$ cat src/rtl/seq_divider.sv
// Multi-cycle radix-2 restoring divider with start/busy/done handshake.
// Quotient on LO, remainder on HI; signed/unsigned modes and divide-by-zero flag.
module seq_divider #(
    parameter  int WIDTH = 32,
    localparam int CNT_W = $clog2(WIDTH + 1)
) (
    input  logic             clk,
    input  logic             reset,
    input  logic             start,
    input  logic             is_signed,
    input  logic [WIDTH-1:0] A,
    input  logic [WIDTH-1:0] B,
    output logic [WIDTH-1:0] LO,
    output logic [WIDTH-1:0] HI,
    output logic             busy,
    output logic             done,
    output logic             div_zero
);

    localparam logic [1:0] IDLE = 2'd0;
    localparam logic [1:0] CALC = 2'd1;
    localparam logic [1:0] FIX  = 2'd2;

    logic [1:0]       r_state;
    logic [CNT_W-1:0] r_cnt;
    logic [WIDTH:0]   r_p;
    logic [WIDTH-1:0] r_q;
    logic [WIDTH-1:0] r_bmag;
    logic             r_sign_q;
    logic             r_sign_r;
    logic             r_zero;
    logic [WIDTH-1:0] r_lo;
    logic [WIDTH-1:0] r_hi;
    logic             r_busy;
    logic             r_done;
    logic             r_dz;

    logic             w_a_neg;
    logic             w_b_neg;
    logic             w_b_zero;
    logic [WIDTH-1:0] w_amag;
    logic [WIDTH-1:0] w_bmag;
    logic [WIDTH:0]   w_pshift;
    logic [WIDTH+1:0] w_diff;
    logic             w_fits;
    logic             w_last;
    logic [WIDTH-1:0] w_quo;
    logic [WIDTH-1:0] w_rem;

    assign w_a_neg  = is_signed & A[WIDTH-1];
    assign w_b_neg  = is_signed & B[WIDTH-1];
    assign w_b_zero = (B == '0);
    assign w_amag   = w_a_neg ? -A : A;
    assign w_bmag   = w_b_neg ? -B : B;

    // One restoring step: shift {P,Q} left, trial-subtract the divisor.
    assign w_pshift = {r_p[WIDTH-1:0], r_q[WIDTH-1]};
    assign w_diff   = {1'b0, w_pshift} - {2'b00, r_bmag};
    assign w_fits   = ~w_diff[WIDTH+1];
    assign w_last   = (r_cnt == CNT_W'(WIDTH - 1));

    assign w_quo = r_sign_q ? -r_q : r_q;
    assign w_rem = r_sign_r ? -r_p[WIDTH-1:0] : r_p[WIDTH-1:0];

    always_ff @(posedge clk or posedge reset) begin
        if (reset) begin
            r_state  <= IDLE;
            r_cnt    <= '0;
            r_p      <= '0;
            r_q      <= '0;
            r_bmag   <= '0;
            r_sign_q <= 1'b0;
            r_sign_r <= 1'b0;
            r_zero   <= 1'b0;
            r_lo     <= '0;
            r_hi     <= '0;
            r_busy   <= 1'b0;
            r_done   <= 1'b0;
            r_dz     <= 1'b0;
        end else begin
            r_done <= 1'b0;
            case (r_state)
                IDLE: begin
                    if (start) begin
                        // Zero divisor keeps raw A in Q so HI can return it untouched.
                        r_q      <= w_b_zero ? A : w_amag;
                        r_bmag   <= w_bmag;
                        r_sign_q <= w_a_neg ^ w_b_neg;
                        r_sign_r <= w_a_neg;
                        r_zero   <= w_b_zero;
                        r_p      <= '0;
                        r_cnt    <= '0;
                        r_busy   <= 1'b1;
                        r_state  <= w_b_zero ? FIX : CALC;
                    end
                end
                CALC: begin
                    r_p   <= w_fits ? w_diff[WIDTH:0] : w_pshift;
                    r_q   <= {r_q[WIDTH-2:0], w_fits};
                    r_cnt <= r_cnt + CNT_W'(1);
                    if (w_last) begin
                        r_state <= FIX;
                    end
                end
                FIX: begin
                    if (r_zero) begin
                        r_lo <= '1;
                        r_hi <= r_q;
                    end else begin
                        r_lo <= w_quo;
                        r_hi <= w_rem;
                    end
                    r_dz    <= r_zero;
                    r_done  <= 1'b1;
                    r_busy  <= 1'b0;
                    r_state <= IDLE;
                end
                default: begin
                    r_state <= IDLE;
                end
            endcase
        end
    end

    assign LO       = r_lo;
    assign HI       = r_hi;
    assign busy     = r_busy;
    assign done     = r_done;
    assign div_zero = r_dz;

endmodule

$ cat config.mk
export PLATFORM = sky130hd
export DESIGN_NAME = seq_divider
export DESIGN_NICKNAME = d
export VERILOG_FILES = /design/src/rtl/seq_divider.sv
export SDC_FILE = /design/constraint.sdc
export NUM_CORES = 1
export LEC_CHECK = 0
export ABC_AREA = 1
export ABC_CLOCK_PERIOD_IN_PS = 13500
export CORE_MARGIN = 3
export CORE_UTILIZATION = 60
export DETAILED_ROUTE_END_ITERATION = 10
export PLACE_DENSITY = 0.84
export SLEW_MARGIN = 20
export SYNTH_ARGS = -nofsm -noshare
export SYNTH_HDL_FRONTEND = slang
export SYNTH_SLANG_ARGS = --single-unit
$ cat constraint.sdc
create_clock -name clk -period 13.5 [get_ports clk]
set_input_delay 3.375 -clock clk [delete_from_list [all_inputs] [get_ports clk]]
set_output_delay 3.375 -clock clk [all_outputs]
set_load 0.01 [all_outputs]
==> summary.txt, run 1 <==
Critical path
  – Worst path most repeated cell: nand2_1
  – Critical path class: in -> reg
  – Critical Path End: r_q[26]$_DFFE_PP0P_
  – Critical Path End Type: flip-flop
  – Startpoint Class: primary input
  – Max incr delay on CP: about 800 ps
  – WP data required: between 10,000 and 15,000 ps
  – RR Startpoint: r_p[24]$_DFFE_PP0P_
  – Register-to-Register Path Depth: 10
  – Critical path origin: B[0]
  – CP Data Arrival Time: 5900 ps
  – Worst reg2reg endpoint: r_p[1]$_DFFE_PP0P_
  – Crit-path cells: clkdlybuf4s50_1 -> inv_1 -> ha_1 -> nand3_1 -> nor2_2 -> nand2_1 -> o21ai_2 -> nor2_1 -> nand2_1 -> nand2_1 -> o21ai_0
  – Biggest fanout along the worst timing path: 22
  – Critical path's slowest cell: o21ai_2
  – FF-to-FF setup slack: 10,130 ps

Floorplanning
  – Core area: roughly 21,000 um2
  – Initial Util: between 60% and 70%
  – Die Area: roughly 24,000 um2
  – Row Count: between 50 and 60
  – IO Count: between 100 and 150
  – Die Height: 154 um
  – Chip width: 154 um

STA
  – RSZ-0062 raised after global routing: false
  – Finish-stage setup viols: 0
  – Hold WS: between 400 and 500 ps
  – Max Clock Skew: approximately 14 ps
  – Ratio of final minimum period to clock period: 41.1%
  – Setup_tns: 0 ps
  – Slew margin rel.: roughly 33%
  – Hold Vio Cnt, Final: 0
  – Least-Margin Pin Slew: 1010 ps
  – Minimum clock period after layout: 5540 ps
  – FMAX: roughly 180 MHz
  – Max-slew violation count: 0

Synthesis
  – Yosys Warn Count: 0
  – Sequential-to-total area share from yosys stat: between 30% and 40%
  – Top cells by area, synth: dfrtp_1, nand2_1, inv_1
  – Top FF cell, synth: dfrtp_1
  – Async set-reset flop share out of synthesis: between 90% and 100%
  – Post-synth top area share: 33.0%
  – Average size of a mapped cell: about 6.3 um2
  – EDFF count, synth: 0
  – Most frequent cell after synthesis: nand2_1
  – Yosys cell types: 46
  – FF+latch count, synth: between 150 and 200
  – Most common library cells after synthesis: nand2_1, inv_1, nand3_1, nor2_1, dfrtp_1
  – Mapped Cells: between 2,000 and 2,500
  – Post-synth net total: 2,195
  – Cell taking the most area after synthesis: dfrtp_1
  – Post-Synthesis Cell Area: ~13,000 um2

Clock network
  – Bufs on Longest Clock Path: 2
  – Post-CTS sizing: 0
  – H-tree levels: 4
  – Num CTS Buffers: 17
  – CTS Sinks: between 150 and 200
  – Reg clk slew, reported paths: about 70 ps
  – TritonCTS clock tree: built
  – Hold-fix buffers, CTS: 0
  – Worst-Skew Late Latency: ~440 ps
  – CTS root buffer: clkbuf_16
  – Setup Fix Bufs, Post-CTS: 0

Place
  – Port Buffers: about 130
  – Placed Cells: 2,442
  – HPWL after DPL: 32.0 mm
  – Gpl congestion: approximately 1

Global route
  – Largest net degree at the start of global routing: 110
  – Vias in the first global route: about 13,000
  – First-pass GRT wire length: around 67 mm
  – Initial antenna violation count: 0
  – GRT Overall Usage: between 30% and 40%
  – GRT overflow: 0

Detailed routing
  – Detail Route Antenna Nets: 0
  – WL final: 41.9 mm
  – Drt pass-1 iters: 8
  – Initial DRC Count: ~1,600
  – DR WL/cell: between 15 and 20 um
  – DRC errors left: 0
  – DR vias: roughly 14,000
  – Routed vias/inst: approximately 5.8

Finish
  – Area Growth Syn to Fin: 15.6%
  – FF+latch area: ~4400 um2
  – Fraction of layout instances using a drive strength above 1: under 10%
  – Final Net Count: around 2,300
  – Multi-input gate area: ~7400 um2
  – Fillers: about 1,900
  – Diode count: 0
  – Fin cells: around 2,500

Power and ir drop
  – Switching share of power: between 50% and 60%
  – Sequential power share: between 20% and 30%
  – Gate power share: 61.3%
  – Power Density: 267 nW/um2
  – Worst vdd ir: approximately 100 uV
  – Internal: 1.94 mW
  – Tot Pwr: roughly 4.1 mW
  – Clock share of power: approximately an eighth
  – LEAKAGE: ~8 nW
  – Switching power: about 2.1 mW

Status
  – Status: complete, no violations

Min path
  – Tightest Hold Check Type: reg -> reg

Job
  – Total of max-cap violations: 0
-- layout by cell type (no fill, tap or decap), types with 11 or more instances in the layout --
master / instances
nor3_1: 21
xor2_1: 46
nand4_1: 26
buf_4: 11
clkdlybuf4s50_1: 134
nand2_1: 677
dfrtp_1: 174
inv_1: 311
clkbuf_16: 17
nor2_1: 192
a31oi_1: 15
ha_1: 37
nand3_1: 234
a22oi_1: 28
o22ai_1: 14
o21ai_0: 106
a21oi_1: 66
-- layout make-up --
cell class / count / share of cell area [%]
clock buffer: 20 / 2.99
tap: 275 / 2.25
clock inverter: 12 / 0.787
sequential: 174 / 28.5
timing repair buffer: 145 / 9.33
multi-input combinational: 1534 / 48.4
inverter: 314 / 7.75
-- stage by stage --
| stage | instance area [um2] | setup slack (ps) | utilization (%) |
|---|---|---|---|
| 2_1_floorplan | 13200 | 5410 | - |
| 3_3_place_gp | 14700 | 7460 | 68.8 |
| 3_5_place_dp | 14700 | 7580 | 68.8 |
| 4_1_cts | 15300 | 8020 | 71.5 |
| 5_1_grt | 15300 | 7700 | 71.5 |
| 6_report | 15300 | 7960 | 71.5 |
-- per-layer routing --
layer,track usage [%],up-vias,wire (um)
met5,0,-,0
met1,50.8,6627,18400
met3,5.93,61,4110
met2,53.8,698,18700
li1,-,6846,-
met4,7.91,0,798
-- kinds of logic (layout without fill, tap and decap cells) --
| kind of cell | Yosys count | in the layout | synth area share (%) |
|---|---|---|---|
| AOI/OAI and AO/OA | 256 | 256 | 11.1 |
| DFF | 174 | 174 | 33.0 |
| xor gates and xnor gates | 49 | 49 | 3.25 |
| adders and majority gates | 38 | 38 | 3.66 |
| buffers and inverters | 381 | 491 | 11.2 |
| and+or+nand+nor | 1191 | 1191 | 37.8 |
-- power by group through the flow --
stage          Clock, mW  Sequential, mW  Combinational, mW
6_report           0.492            1.09               2.50
5_1_grt            0.514            1.11               2.80
4_1_cts            0.493            1.07               2.47
3_5_place_dp           0            1.08               2.45
3_3_place_gp           0            1.07               2.39
2_1_floorplan          0           0.999               1.70
-- critical path, delay by kind of cell --
family	cells	cell delay [ps]
simple gates	6	870
fa+ha+maj	1	180
compound gates	2	960
buf+inv	2	510
-- how the worst min path moves through the flow --
stage                           startpoint                      to  slack [ps]  cells past startpoint
floorplan           r_bmag[31]$_DFFE_PP0P_  r_bmag[31]$_DFFE_PP0P_         450                      2
global placement        HI[17]$_DFFE_PP0P_      HI[17]$_DFFE_PP0P_         460                      2
detailed placement       HI[2]$_DFFE_PP0P_       HI[2]$_DFFE_PP0P_         460                      2
CTS                      HI[2]$_DFFE_PP0P_       HI[2]$_DFFE_PP0P_         480                      2
global route        r_bmag[30]$_DFFE_PP0P_  r_bmag[30]$_DFFE_PP0P_         520                      2
finish              r_bmag[31]$_DFFE_PP0P_  r_bmag[31]$_DFFE_PP0P_         480                      2
-- flip-flops by register name (all words and copies together) (netlist names) --
name,flops
r_q,32
r_zero,1
r_sign_r,1
done,1
r_p,32
r_state,2
r_cnt,6
LO,32
HI,32
div_zero,1
r_sign_q,1
busy,1
r_bmag,32
Note: power is estimated with default switching activity, not from simulation.
==> run 2, diff against run 1 <==
ABC_CLOCK_PERIOD_IN_PS = 5600   (was 13500)
CORE_UTILIZATION = 59   (was 60)
PLACE_DENSITY = 0.82   (was 0.84)
clock period = 5.6 ns   (was 13.5 ns; I/O delays follow)
==> run 2 against run 1 <==
Against the previous run:
- non-clock buffer count is 1 higher
- via count down 0.82%
- clock power is 140% higher
- clock-buffer cell count decreased by 1
- worst setup slack worse by 5900 ps
- routed wire length decreased by 1.9%
- register-to-register slack worse by 8000 ps
- critical path depth stayed put
- critical path type unchanged
- critical endpoint unchanged
- largest power group unchanged
==> summary.txt, run 2 (synthesis gave the netlist of run 1 again) <==
STA
  – Minimum clock period after layout: roughly 3500 ps
  – Hold WS: 481 ps (-1.78 ps)
  – FMAX: about 290 MHz
  – Max Clock Skew: 15.0 ps (+1.04 ps)
  – Least-Margin Pin Slew: 1070 ps (+55.8 ps)
  – Ratio of final minimum period to clock period: between 60 and 70%
  – Hold Vio Cnt, Final: 0 (unchanged)
  – Setup_tns: 0 ps (unchanged)
  – Finish-stage setup viols: 0 (unchanged)
  – Slew margin rel.: 28.8% (-3.7 points)
  – RSZ-0062 raised after global routing: false
  – Max-slew violation count: 0 (unchanged)

Clock network
  – Reg clk slew, reported paths: 70 ps (about the same)
  – CTS Sinks: 174 (unchanged)
  – H-tree levels: 4 (unchanged)
  – Post-CTS sizing: 0 (unchanged)
  – Bufs on Longest Clock Path: 2 (unchanged)
  – Num CTS Buffers: 17 (unchanged)
  – Worst-Skew Late Latency: 430 ps (about the same)
  – CTS root buffer: clkbuf_16
  – TritonCTS clock tree: built
  – Hold-fix buffers, CTS: 0 (unchanged)
  – Setup Fix Bufs, Post-CTS: 0 (unchanged)

Power and ir drop
  – Gate power share: 60.8% (-0.5 points)
  – Internal: 4.64 mW (+140%)
  – Clock share of power: 11.9% (-0.2 points)
  – LEAKAGE: 7.82 nW (-0.24%)
  – Sequential power share: 27.3% (+0.7 points)
  – Switching share of power: 52.4% (-0.13 points)
  – Power Density: 639 nW/um2 (+140%)
  – Switching power: 5.11 mW (+140%)
  – Worst vdd ir: 322 uV (+210%)

Detailed routing
  – WL final: 41.1 mm (-1.9%)
  – Met1 wire length: 18.3 mm (-0.59%)
  – Detail Route Antenna Nets: 0 (unchanged)
  – Initial DRC Count: 1,416 (-12%)
  – Metal3 WL: 3.82 mm (-7.0%)
  – DRC errors left: 0 (unchanged)
  – DR vias: 14,100 (-0.82%)
  – Uppermost layer routed: met4
  – Drt pass-1 iters: 7 (-1)
  – Met2 wire len: 17.9 mm (-4.4%)
  – Routed vias/inst: 5.69 (-1.1%)
  – DR WL/cell: 16.6 um (-2.1%)

Critical path
  – Startpoint Class: primary input
  – Critical Path End Type: flip-flop
  – CP Data Arrival Time: 3840 ps (-2060 ps)
  – Biggest fanout along the worst timing path: 22 (unchanged)
  – WP data required: 5950 ps (-7910 ps)
  – Critical path class: in -> reg

Global route
  – GRT Overall Usage: 33.8% (-0.79 points)
  – Vias in the first global route: 12,800 (-0.93%)
  – GRT overflow: 0 (unchanged)
  – Largest net degree at the start of global routing: 175 (+59%)
  – First-pass GRT wire length: 65.5 mm (-1.9%)
  – Initial antenna violation count: 0 (unchanged)

Floorplanning
  – Core area: 21,900 um2 (+2.5%)
  – Initial Util: 60.3% (-1.5 points)
  – IO Count: 135 (unchanged)
  – Chip width: 156 um (+0.81%)
  – Row Count: 54 (+1.9%)
  – Die Area: 24,200 um2 (+1.6%)
  – Die Height: 156 um (+0.81%)

Min path
  – Tightest Hold Check Type: reg -> reg

Status
  – Status: complete, no violations

Finish
  – Leading cell type in the layout, fill and taps excluded: nand2_1
  – Final Net Count: 2,293 (+0.044%)
  – Fraction of layout instances using a drive strength above 1: 3.27% (about the same)
  – Diode count: 0 (unchanged)
  – Most frequent cells in the layout: nand2_1, inv_1, nand3_1
  – Area Growth Syn to Fin: 15.6% (about the same)
  – Fillers: 1,940 (+2.9%)
  – Multi-input gate area: 7380 um2 (about the same)
  – FF+latch area: 4350 um2 (unchanged)

Place
  – Port Buffers: 134 (unchanged)
  – HPWL after DPL: 31.6 mm (-1.4%)
  – Gpl congestion: 0.970 (-4.4%)

Job
  – Total of max-cap violations: 0 (unchanged)
## run 2: cell types whose count changed in the layout (fill, tap and decap cells not counted)
| cell | before | now |
|---|---|---|
| clkinv_8 | 1 | 2 |
| inv_6 | 6 | 2 |
| clkbuf_1 | 1 | 2 |
| nor2_4 | 5 | 4 |
| buf_12 | 0 | 1 |
| clkinvlp_4 | 0 | 5 |
| clkbuf_8 | 2 | 0 |
| nor2_2 | 6 | 7 |
| clkinv_4 | 3 | 1 |
| clkinv_2 | 0 | 1 |
## run 2: area by class of cell
cell class | count | share of cell area [%]
Clock inverter | 13 | 0.836
Clock buffer | 19 | 2.84
Sequential cell | 174 | 28.5
Inverter | 314 | 7.74
Multi-Input combinational cell | 1534 | 48.3
Tap cell | 280 | 2.29
Timing Repair Buffer | 146 | 9.46
## run 2: worst paths after layout
kind / from / end / slack (ps) / cells past startpoint
worst max-delay path: B[0] / r_q[26]$_DFFE_PP0P_ / 2110 / 11
worst min-delay path: HI[30]$_DFFE_PP0P_ / HI[30]$_DFFE_PP0P_ / 480 / 2
worst max register to register: r_p[22]$_DFFE_PP0P_ / r_p[14]$_DFFE_PP0P_ / 2160 / 12
worst min register to register: HI[30]$_DFFE_PP0P_ / HI[30]$_DFFE_PP0P_ / 480 / 2
max in group asynchronous: reset / r_bmag[16]$_DFFE_PP0P_ / 3280 / 3
min in group asynchronous: reset / HI[5]$_DFFE_PP0P_ / 1550 / 3
## run 2: through the flow
step | setup WS [ps] | std cells | total power, mW | instance area [um2] | utilization [%]
6_report | 2110 | 2480 | 9.76 | 15300 | 69.7
5_1_grt | 1770 | 2480 | 10.6 | 15300 | 69.7
4_1_cts | 2100 | 2480 | 9.66 | 15300 | 69.7
3_5_place_dp | 1650 | 2448 | 8.48 | 14700 | 67.2
3_3_place_gp | 1740 | 2448 | 8.32 | 14700 | 67.2
2_1_floorplan | 1980 | 2089 | 6.50 | 13200 | -
## run 2: per-layer routing
metal  track usage (%)  vias up
met4              11.8        0
met5                 0        -
met2              50.8      667
met3              4.69       83
li1                  -     6851
met1              50.3     6515
## run 2: critical path, cell delays in order
cell,delay (ps)
clkdlybuf4s50_1,400
inv_1,90
ha_1,170
nand3_1,140
nor2_2,240
nand2_1,190
o21ai_2,750
nor2_1,140
nand2_1,90
nand2_1,40
o21ai_0,170
## run 2: power groups by stage
stage	Clock [mW]	Sequential (mW)	Combinational (mW)
2_1_floorplan	0	2.41	4.09
3_3_place_gp	0	2.62	5.70
3_5_place_dp	0	2.64	5.84
4_1_cts	1.17	2.62	5.87
5_1_grt	1.22	2.72	6.67
6_report	1.16	2.67	5.93
